<file path="config.mk">
export PLATFORM = sky130hd
export DESIGN_NAME = des_round_engine
export DESIGN_NICKNAME = d
export VERILOG_FILES = /design/src/rtl/des_pkg.sv /design/src/rtl/des_round_engine_feistel.sv /design/src/rtl/des_round_engine.sv
export SDC_FILE = /design/constraint.sdc
export NUM_CORES = 1
export LEC_CHECK = 0
export ABC_CLOCK_PERIOD_IN_PS = 6700
export CAP_MARGIN = 20
export CORE_AREA = 5 5 188 190
export CTS_CLUSTER_DIAMETER = 50
export DETAILED_ROUTE_END_ITERATION = 10
export DIE_AREA = 0 0 193 195
export HOLD_SLACK_MARGIN = 0.1
export MAX_ROUTING_LAYER = met4
export PLACE_DENSITY = 0.72
export SYNTH_ARGS = -nofsm -noshare
export SYNTH_HDL_FRONTEND = slang
export SYNTH_SLANG_ARGS = --single-unit
</file>
<file path="constraint.sdc">
create_clock -name clk -period 6.7 [get_ports clk]
set_input_delay 1.005 -clock clk [delete_from_list [all_inputs] [get_ports clk]]
set_output_delay 1.005 -clock clk [all_outputs]
set_load 0.01 [all_outputs]
</file>
<file path="src/rtl/des_pkg.sv">
// DES tables, permutation helpers and FSM encoding
// shared by the round datapath and the iterative engine.
package des_pkg;

  typedef enum logic [1:0] {
    IDLE = 2'd0,
    RUN  = 2'd1,
    DONE = 2'd2
  } state_e;

  localparam int IP_T [64] = '{
    58, 50, 42, 34, 26, 18, 10, 2,
    60, 52, 44, 36, 28, 20, 12, 4,
    62, 54, 46, 38, 30, 22, 14, 6,
    64, 56, 48, 40, 32, 24, 16, 8,
    57, 49, 41, 33, 25, 17,  9, 1,
    59, 51, 43, 35, 27, 19, 11, 3,
    61, 53, 45, 37, 29, 21, 13, 5,
    63, 55, 47, 39, 31, 23, 15, 7
  };

  localparam int FP_T [64] = '{
    40, 8, 48, 16, 56, 24, 64, 32,
    39, 7, 47, 15, 55, 23, 63, 31,
    38, 6, 46, 14, 54, 22, 62, 30,
    37, 5, 45, 13, 53, 21, 61, 29,
    36, 4, 44, 12, 52, 20, 60, 28,
    35, 3, 43, 11, 51, 19, 59, 27,
    34, 2, 42, 10, 50, 18, 58, 26,
    33, 1, 41,  9, 49, 17, 57, 25
  };

  localparam int E_T [48] = '{
    32,  1,  2,  3,  4,  5,
     4,  5,  6,  7,  8,  9,
     8,  9, 10, 11, 12, 13,
    12, 13, 14, 15, 16, 17,
    16, 17, 18, 19, 20, 21,
    20, 21, 22, 23, 24, 25,
    24, 25, 26, 27, 28, 29,
    28, 29, 30, 31, 32,  1
  };

  localparam int P_T [32] = '{
    16,  7, 20, 21, 29, 12, 28, 17,
     1, 15, 23, 26,  5, 18, 31, 10,
     2,  8, 24, 14, 32, 27,  3,  9,
    19, 13, 30,  6, 22, 11,  4, 25
  };

  localparam int PC1_T [56] = '{
    57, 49, 41, 33, 25, 17,  9,
     1, 58, 50, 42, 34, 26, 18,
    10,  2, 59, 51, 43, 35, 27,
    19, 11,  3, 60, 52, 44, 36,
    63, 55, 47, 39, 31, 23, 15,
     7, 62, 54, 46, 38, 30, 22,
    14,  6, 61, 53, 45, 37, 29,
    21, 13,  5, 28, 20, 12,  4
  };

  localparam int PC2_T [48] = '{
    14, 17, 11, 24,  1,  5,
     3, 28, 15,  6, 21, 10,
    23, 19, 12,  4, 26,  8,
    16,  7, 27, 20, 13,  2,
    41, 52, 31, 37, 47, 55,
    30, 40, 51, 45, 33, 48,
    44, 49, 39, 56, 34, 53,
    46, 42, 50, 36, 29, 32
  };

  // Each box is stored row-major: index = {b1,b6,b2,b3,b4,b5}.
  localparam logic [3:0] SBOX [8][64] = '{
    '{4'd14, 4'd4, 4'd13, 4'd1, 4'd2, 4'd15, 4'd11, 4'd8,
      4'd3, 4'd10, 4'd6, 4'd12, 4'd5, 4'd9, 4'd0, 4'd7,
      4'd0, 4'd15, 4'd7, 4'd4, 4'd14, 4'd2, 4'd13, 4'd1,
      4'd10, 4'd6, 4'd12, 4'd11, 4'd9, 4'd5, 4'd3, 4'd8,
      4'd4, 4'd1, 4'd14, 4'd8, 4'd13, 4'd6, 4'd2, 4'd11,
      4'd15, 4'd12, 4'd9, 4'd7, 4'd3, 4'd10, 4'd5, 4'd0,
      4'd15, 4'd12, 4'd8, 4'd2, 4'd4, 4'd9, 4'd1, 4'd7,
      4'd5, 4'd11, 4'd3, 4'd14, 4'd10, 4'd0, 4'd6, 4'd13},
    '{4'd15, 4'd1, 4'd8, 4'd14, 4'd6, 4'd11, 4'd3, 4'd4,
      4'd9, 4'd7, 4'd2, 4'd13, 4'd12, 4'd0, 4'd5, 4'd10,
      4'd3, 4'd13, 4'd4, 4'd7, 4'd15, 4'd2, 4'd8, 4'd14,
      4'd12, 4'd0, 4'd1, 4'd10, 4'd6, 4'd9, 4'd11, 4'd5,
      4'd0, 4'd14, 4'd7, 4'd11, 4'd10, 4'd4, 4'd13, 4'd1,
      4'd5, 4'd8, 4'd12, 4'd6, 4'd9, 4'd3, 4'd2, 4'd15,
      4'd13, 4'd8, 4'd10, 4'd1, 4'd3, 4'd15, 4'd4, 4'd2,
      4'd11, 4'd6, 4'd7, 4'd12, 4'd0, 4'd5, 4'd14, 4'd9},
    '{4'd10, 4'd0, 4'd9, 4'd14, 4'd6, 4'd3, 4'd15, 4'd5,
      4'd1, 4'd13, 4'd12, 4'd7, 4'd11, 4'd4, 4'd2, 4'd8,
      4'd13, 4'd7, 4'd0, 4'd9, 4'd3, 4'd4, 4'd6, 4'd10,
      4'd2, 4'd8, 4'd5, 4'd14, 4'd12, 4'd11, 4'd15, 4'd1,
      4'd13, 4'd6, 4'd4, 4'd9, 4'd8, 4'd15, 4'd3, 4'd0,
      4'd11, 4'd1, 4'd2, 4'd12, 4'd5, 4'd10, 4'd14, 4'd7,
      4'd1, 4'd10, 4'd13, 4'd0, 4'd6, 4'd9, 4'd8, 4'd7,
      4'd4, 4'd15, 4'd14, 4'd3, 4'd11, 4'd5, 4'd2, 4'd12},
    '{4'd7, 4'd13, 4'd14, 4'd3, 4'd0, 4'd6, 4'd9, 4'd10,
      4'd1, 4'd2, 4'd8, 4'd5, 4'd11, 4'd12, 4'd4, 4'd15,
      4'd13, 4'd8, 4'd11, 4'd5, 4'd6, 4'd15, 4'd0, 4'd3,
      4'd4, 4'd7, 4'd2, 4'd12, 4'd1, 4'd10, 4'd14, 4'd9,
      4'd10, 4'd6, 4'd9, 4'd0, 4'd12, 4'd11, 4'd7, 4'd13,
      4'd15, 4'd1, 4'd3, 4'd14, 4'd5, 4'd2, 4'd8, 4'd4,
      4'd3, 4'd15, 4'd0, 4'd6, 4'd10, 4'd1, 4'd13, 4'd8,
      4'd9, 4'd4, 4'd5, 4'd11, 4'd12, 4'd7, 4'd2, 4'd14},
    '{4'd2, 4'd12, 4'd4, 4'd1, 4'd7, 4'd10, 4'd11, 4'd6,
      4'd8, 4'd5, 4'd3, 4'd15, 4'd13, 4'd0, 4'd14, 4'd9,
      4'd14, 4'd11, 4'd2, 4'd12, 4'd4, 4'd7, 4'd13, 4'd1,
      4'd5, 4'd0, 4'd15, 4'd10, 4'd3, 4'd9, 4'd8, 4'd6,
      4'd4, 4'd2, 4'd1, 4'd11, 4'd10, 4'd13, 4'd7, 4'd8,
      4'd15, 4'd9, 4'd12, 4'd5, 4'd6, 4'd3, 4'd0, 4'd14,
      4'd11, 4'd8, 4'd12, 4'd7, 4'd1, 4'd14, 4'd2, 4'd13,
      4'd6, 4'd15, 4'd0, 4'd9, 4'd10, 4'd4, 4'd5, 4'd3},
    '{4'd12, 4'd1, 4'd10, 4'd15, 4'd9, 4'd2, 4'd6, 4'd8,
      4'd0, 4'd13, 4'd3, 4'd4, 4'd14, 4'd7, 4'd5, 4'd11,
      4'd10, 4'd15, 4'd4, 4'd2, 4'd7, 4'd12, 4'd9, 4'd5,
      4'd6, 4'd1, 4'd13, 4'd14, 4'd0, 4'd11, 4'd3, 4'd8,
      4'd9, 4'd14, 4'd15, 4'd5, 4'd2, 4'd8, 4'd12, 4'd3,
      4'd7, 4'd0, 4'd4, 4'd10, 4'd1, 4'd13, 4'd11, 4'd6,
      4'd4, 4'd3, 4'd2, 4'd12, 4'd9, 4'd5, 4'd15, 4'd10,
      4'd11, 4'd14, 4'd1, 4'd7, 4'd6, 4'd0, 4'd8, 4'd13},
    '{4'd4, 4'd11, 4'd2, 4'd14, 4'd15, 4'd0, 4'd8, 4'd13,
      4'd3, 4'd12, 4'd9, 4'd7, 4'd5, 4'd10, 4'd6, 4'd1,
      4'd13, 4'd0, 4'd11, 4'd7, 4'd4, 4'd9, 4'd1, 4'd10,
      4'd14, 4'd3, 4'd5, 4'd12, 4'd2, 4'd15, 4'd8, 4'd6,
      4'd1, 4'd4, 4'd11, 4'd13, 4'd12, 4'd3, 4'd7, 4'd14,
      4'd10, 4'd15, 4'd6, 4'd8, 4'd0, 4'd5, 4'd9, 4'd2,
      4'd6, 4'd11, 4'd13, 4'd8, 4'd1, 4'd4, 4'd10, 4'd7,
      4'd9, 4'd5, 4'd0, 4'd15, 4'd14, 4'd2, 4'd3, 4'd12},
    '{4'd13, 4'd2, 4'd8, 4'd4, 4'd6, 4'd15, 4'd11, 4'd1,
      4'd10, 4'd9, 4'd3, 4'd14, 4'd5, 4'd0, 4'd12, 4'd7,
      4'd1, 4'd15, 4'd13, 4'd8, 4'd10, 4'd3, 4'd7, 4'd4,
      4'd12, 4'd5, 4'd6, 4'd11, 4'd0, 4'd14, 4'd9, 4'd2,
      4'd7, 4'd11, 4'd4, 4'd1, 4'd9, 4'd12, 4'd14, 4'd2,
      4'd0, 4'd6, 4'd10, 4'd13, 4'd15, 4'd3, 4'd5, 4'd8,
      4'd2, 4'd1, 4'd14, 4'd7, 4'd4, 4'd10, 4'd8, 4'd13,
      4'd15, 4'd12, 4'd9, 4'd0, 4'd3, 4'd5, 4'd6, 4'd11}
  };

  // Decrypt round 1 uses C0/D0 unrotated, which equals C16/D16.
  localparam logic [1:0] ENC_SHIFT [16] = '{
    2'd1, 2'd1, 2'd2, 2'd2, 2'd2, 2'd2, 2'd2, 2'd2,
    2'd1, 2'd2, 2'd2, 2'd2, 2'd2, 2'd2, 2'd2, 2'd1
  };

  localparam logic [1:0] DEC_SHIFT [16] = '{
    2'd0, 2'd1, 2'd2, 2'd2, 2'd2, 2'd2, 2'd2, 2'd2,
    2'd1, 2'd2, 2'd2, 2'd2, 2'd2, 2'd2, 2'd2, 2'd1
  };

  function automatic logic [1:64] ip_f(input logic [1:64] x);
    for (int i = 0; i < 64; i++) ip_f[i+1] = x[IP_T[i]];
  endfunction

  function automatic logic [1:64] fp_f(input logic [1:64] x);
    for (int i = 0; i < 64; i++) fp_f[i+1] = x[FP_T[i]];
  endfunction

  function automatic logic [1:48] e_f(input logic [1:32] x);
    for (int i = 0; i < 48; i++) e_f[i+1] = x[E_T[i]];
  endfunction

  function automatic logic [1:32] p_f(input logic [1:32] x);
    for (int i = 0; i < 32; i++) p_f[i+1] = x[P_T[i]];
  endfunction

  function automatic logic [1:56] pc1_f(input logic [1:64] x);
    for (int i = 0; i < 56; i++) pc1_f[i+1] = x[PC1_T[i]];
  endfunction

  function automatic logic [1:48] pc2_f(input logic [1:56] x);
    for (int i = 0; i < 48; i++) pc2_f[i+1] = x[PC2_T[i]];
  endfunction

  function automatic logic [1:32] sbox_f(input logic [1:48] x);
    logic [5:0] b;
    for (int s = 0; s < 8; s++) begin
      b = x[6*s+1 +: 6];
      sbox_f[4*s+1 +: 4] = SBOX[s][{b[5], b[0], b[4:1]}];
    end
  endfunction

  function automatic logic [1:28] rotl28(
    input logic [1:28] x,
    input logic [1:0]  s
  );
    case (s)
      2'd1:    rotl28 = {x[2:28], x[1]};
      2'd2:    rotl28 = {x[3:28], x[1:2]};
      default: rotl28 = x;
    endcase
  endfunction

  function automatic logic [1:28] rotr28(
    input logic [1:28] x,
    input logic [1:0]  s
  );
    case (s)
      2'd1:    rotr28 = {x[28], x[1:27]};
      2'd2:    rotr28 = {x[27:28], x[1:26]};
      default: rotr28 = x;
    endcase
  endfunction

endpackage

</file>
<file path="src/rtl/des_round_engine_feistel.sv">
// One combinational DES round including its key-schedule
// rotation; chained ROUNDS_PER_CYCLE times by the engine.
module des_feistel_round
  import des_pkg::*;
(
  input  logic [1:32] l,
  input  logic [1:32] r,
  input  logic [1:28] c,
  input  logic [1:28] d,
  input  logic        decrypt,
  input  logic [3:0]  idx,
  output logic [1:32] l_nxt,
  output logic [1:32] r_nxt,
  output logic [1:28] c_nxt,
  output logic [1:28] d_nxt
);

  logic [1:48] k;

  always_comb begin
    if (decrypt) begin
      c_nxt = rotr28(c, DEC_SHIFT[idx]);
      d_nxt = rotr28(d, DEC_SHIFT[idx]);
    end else begin
      c_nxt = rotl28(c, ENC_SHIFT[idx]);
      d_nxt = rotl28(d, ENC_SHIFT[idx]);
    end
    k     = pc2_f({c_nxt, d_nxt});
    l_nxt = r;
    r_nxt = l ^ p_f(sbox_f(e_f(r) ^ k));
  end

endmodule

</file>
<file path="src/rtl/des_round_engine.sv">
// Iterative single-DES engine: IP/PC1 on accept, 16/R steps
// of R chained rounds, FP on the held result.
module des_round_engine
  import des_pkg::*;
#(
  parameter int ROUNDS_PER_CYCLE = 1
) (
  input  logic        clk,
  input  logic        rst,
  input  logic        in_valid,
  output logic        in_ready,
  input  logic [1:64] in_data,
  input  logic [1:64] in_key,
  input  logic        in_decrypt,
  output logic        out_valid,
  input  logic        out_ready,
  output logic [1:64] out_data,
  output logic        busy
);

  localparam int RPC   = ROUNDS_PER_CYCLE;
  localparam int STEPS = 16 / RPC;
  localparam int SW    = (STEPS > 1) ? $clog2(STEPS) : 1;

  localparam logic [1:0] S_IDLE = IDLE;
  localparam logic [1:0] S_RUN  = RUN;
  localparam logic [1:0] S_DONE = DONE;

  if (!(RPC == 1 || RPC == 2 || RPC == 4 ||
        RPC == 8 || RPC == 16)) begin : g_bad_rpc
    $error("ROUNDS_PER_CYCLE must be 1, 2, 4, 8 or 16");
  end

  logic [1:0]    state;
  logic [1:32]   l, r;
  logic [1:28]   c, d;
  logic          decrypt;
  logic [SW-1:0] step;

  logic [1:32] cl [RPC+1];
  logic [1:32] cr [RPC+1];
  logic [1:28] cc [RPC+1];
  logic [1:28] cd [RPC+1];

  assign cl[0] = l;
  assign cr[0] = r;
  assign cc[0] = c;
  assign cd[0] = d;

  for (genvar j = 0; j < RPC; j++) begin : g_round
    logic [3:0] idx;
    assign idx = 4'(int'(step) * RPC + j);

    des_feistel_round u_round (
      .l       (cl[j]),
      .r       (cr[j]),
      .c       (cc[j]),
      .d       (cd[j]),
      .decrypt (decrypt),
      .idx     (idx),
      .l_nxt   (cl[j+1]),
      .r_nxt   (cr[j+1]),
      .c_nxt   (cc[j+1]),
      .d_nxt   (cd[j+1])
    );
  end

  always_ff @(posedge clk) begin
    if (rst) begin
      state   <= S_IDLE;
      l       <= '0;
      r       <= '0;
      c       <= '0;
      d       <= '0;
      decrypt <= 1'b0;
      step    <= '0;
    end else begin
      unique case (1'b1)
        state == S_IDLE: begin
          if (in_valid) begin
            {l, r}  <= ip_f(in_data);
            {c, d}  <= pc1_f(in_key);
            decrypt <= in_decrypt;
            step    <= '0;
            state   <= S_RUN;
          end
        end
        state == S_RUN: begin
          l    <= cl[RPC];
          r    <= cr[RPC];
          c    <= cc[RPC];
          d    <= cd[RPC];
          step <= step + SW'(1);
          if (step == SW'(STEPS - 1)) state <= S_DONE;
        end
        state == S_DONE: begin
          if (out_ready) state <= S_IDLE;
        end
        default: state <= S_IDLE;
      endcase
    end
  end

  // The final swap is folded in by feeding R||L into FP.
  assign in_ready  = (state == S_IDLE) && !rst;
  assign out_valid = (state == S_DONE);
  assign busy      = (state != S_IDLE);
  assign out_data  = out_valid ? fp_f({r, l}) : '0;

endmodule

</file>
==> impl_results.md <==
- Outcome: finished clean
- Yosys reg bits: 127
- Tmin final: 5612 ps
- Syn-to-layout area delta: 17.71%
- Final Hold Fails: 0
- Max_cap viols: 0
- Cell taking the most area after synthesis: dfxtp_1
- Syn nets: 2171
- Worst-margin pin slew: 1180 ps
- Arrival @ worst endpoint: 5900 ps
- Leakage: 6.593 nW
- CTS root buffer: clkbuf_16
- Initial antenna violation count: 0
- Final WL: 59540 µm
- Largest net degree at the start of global routing: 80
- DIE HEIGHT: 195 µm
- Total gr overflow: 0
- Asr flop ratio synth: 0
- Cells after DPL: 2479
- Worst-case clock skew: 11.28 ps
- Final Power: 0.005374 W
- Ys flop type: dfxtp_1
- Router iterations before antenna repair: 8
- Clk buf depth: 2
- Post-synth cell types: 101
- Max Freq: 178.2 MHz
- Final Wtd Congestion: 0.9869
- Drt wl/cell: 23.68 µm
- Vias in the first global route: 15.50k
- Commonest non-fill, non-tap cell in the layout: nand2_1
- Clock buffer count from CTS: 17
- Resized Gates After CTS: 0
- Dpl ws: 1238 ps
- Mapped Cells: 1980
- RSZ-0062 raised after global routing: no
- Pwr per Cell Area: 307.7 mW/mm²
- # Post-CTS Setup Buffers: 0
- Crit path largest cell delay: 570 ps
- DRC viols: 0
- Hold Crit Class: reg2reg
- Synth top area share: 0.1713
- Final net count: 2244
- Total number of vias: 16.85k
- Final setup viols: 0
- CP Launch Type: register
- First-pass GRT wire length: 90790 µm
- Total die area: 0.03764 mm²
- Fin worst setup slack: 1088 ps
- Synth warn: 0
- Final antenna diode count: 0
- DRT antenna net count: 0
- Layout cells sized above 1: 0.08664
- Number of H-tree levels: 4
- CTS tree: done
- Post-Syn Area: 0.01484 mm²
- Starting Density: 0.4459
- Critical Path Fanout Max: 31
- Vias per cell: 6.702
- Critical Path RT: 6990 ps
- Hold buffers post-CTS: 0
- EDFF count, synth: 0
- Core ar.: 0.03328 mm²
- Clk Latency, worst-skew pair: 440 ps
- Clock transition at path regs: 60 ps
- Die width: 193 µm
- GRT Total Usage: 0.3092
- Cell Chain, Critical Path: inv_1, ha_1, and2_4, o31ai_4, buf_4, ha_1, buf_4, a221oi_1, a211oi_1, a21boi_1, or2_1, inv_1, ha_1, inv_1, mux4_2, or3_1, o221ai_1, xnor2_1, a21oi_1
- Input/output buffers: 191
- Num rows: 67
- Layout Cells excl Fill: 2514
- Final TNS setup: 0 ps
- Initial detailed-routing violation count: 2186
- Maximum vdd drop: 0.0002188 V
- Commonest non-fill, non-tap cells in the layout: 215 x nand2_1, 190 x clkdlybuf4s50_1, 159 x nor2_1
- Seq/Total Area, Yosys: 0.1713
- DP HPWL: 42110 µm
- I/O pin count: 200
- Critical path class: reg2reg
- Final Cycle Share: 0.8377
- Max_slew headroom: 0.2132
- Sink Count: 127
- Crit-path slowest cell: a211oi_1
- Slew Limit Fails: 0
- Worst setup EP type: register
- Post-Syn Area per Cell: 7.495 µm²
- Main area contributors after synthesis: dfxtp_1 17%, nand2_1 5.5%, mux2i_1 5.3%
- Final hold slack: 515.3 ps
[Yosys cell counts, types with 32 or more instances]
| library cell | n |
|---|---|
| nand2_1 | 216 |
| nor2_1 | 160 |
| dfxtp_1 | 127 |
| a21oi_1 | 111 |
| clkbuf_1 | 101 |
| mux2i_1 | 79 |
| o21ai_0 | 77 |
| and2_1 | 72 |
| ha_1 | 58 |
| nand3_1 | 57 |
| buf_2 | 56 |
| a311oi_1 | 54 |
| xnor2_1 | 50 |
| a211oi_1 | 47 |
| nor3_1 | 46 |
| a22oi_1 | 45 |
| inv_1 | 45 |
| a221o_1 | 36 |
| o211ai_1 | 33 |
| o311ai_0 | 32 |
[report_power, final]
part	switching [W]	internal (W)
clock network	0.000402	0.000587
registers	0.000228	0.000853
logic	0.00196	0.00135
total	0.00259	0.00279
[kinds of logic (layout without fill, tap and decap cells)]
| group | after synthesis | in the layout | share of synthesized area |
|---|---|---|---|
| AO/OA/AOI/OAI | 684 | 684 | 0.3404 |
| XOR/XNOR | 93 | 93 | 0.06695 |
| adder cells (fa/ha/maj) | 58 | 58 | 0.04890 |
| buffers and inverters | 238 | 324 | 0.07024 |
| flip-flops | 127 | 127 | 0.1713 |
| multiplexers | 102 | 102 | 0.08137 |
| AND/OR/NAND/NOR | 678 | 678 | 0.2208 |
[per-stage QoR]
stage	util	cell area, µm²
after CTS	0.5238	17430
after detailed placement	0.5060	16840
final	0.5249	17470
after global placement	0.5060	16840
after floorplan	-	14840
after global routing	0.5249	17470
[cell type report]
class / instances / area [µm²]
clock inverters: 9 / 106.4
repair buffers: 239 / 2282
fillers: 3234 / 15810
inverters: 53 / 198.9
multi-input cells: 1615 / 11290
well taps: 448 / 560.5
clock buffers: 23 / 488.0
flip-flops and latches: 127 / 2542
[worst max-delay path, delay by kind of cell, from the launching register on]
kind            cells  cell delay [ps]
xor+xnor            1              190
compound gates      6             1420
simple gates        3             1000
mux                 1              460
flops               1              490
buf+inv             5             1080
fa+ha+maj           3              830
[per-layer routing]
metal / global-route usage / vias to the layer above / wire length, µm / part of all wire
li1: - / 7634 / - / -
met1: 0.4024 / 8048 / 24280 / 0.41
met2: 0.4680 / 989 / 26440 / 0.44
met3: 0.05714 / 178 / 5945 / 0.10
met4: 0.1372 / 0 / 2886 / 0.048
met5: - / - / 0 / 0
[sequential cells by signal (all words and copies together) (netlist names)]
register / flops
c: 28
d: 28
r: 32
l: 32
step: 4
state: 2
decrypt: 1
[final timing paths]
path / cells past startpoint / from / end / slack [ps]
worst min register to register: 2 / l[6] / l[6] / 520
worst max register to register: 19 / step[1] / r[26] / 1090
worst max-delay path: 19 / step[1] / r[26] / 1090
worst min-delay path: 2 / l[6] / l[6] / 520
Power figures use the tool's default switching activity.
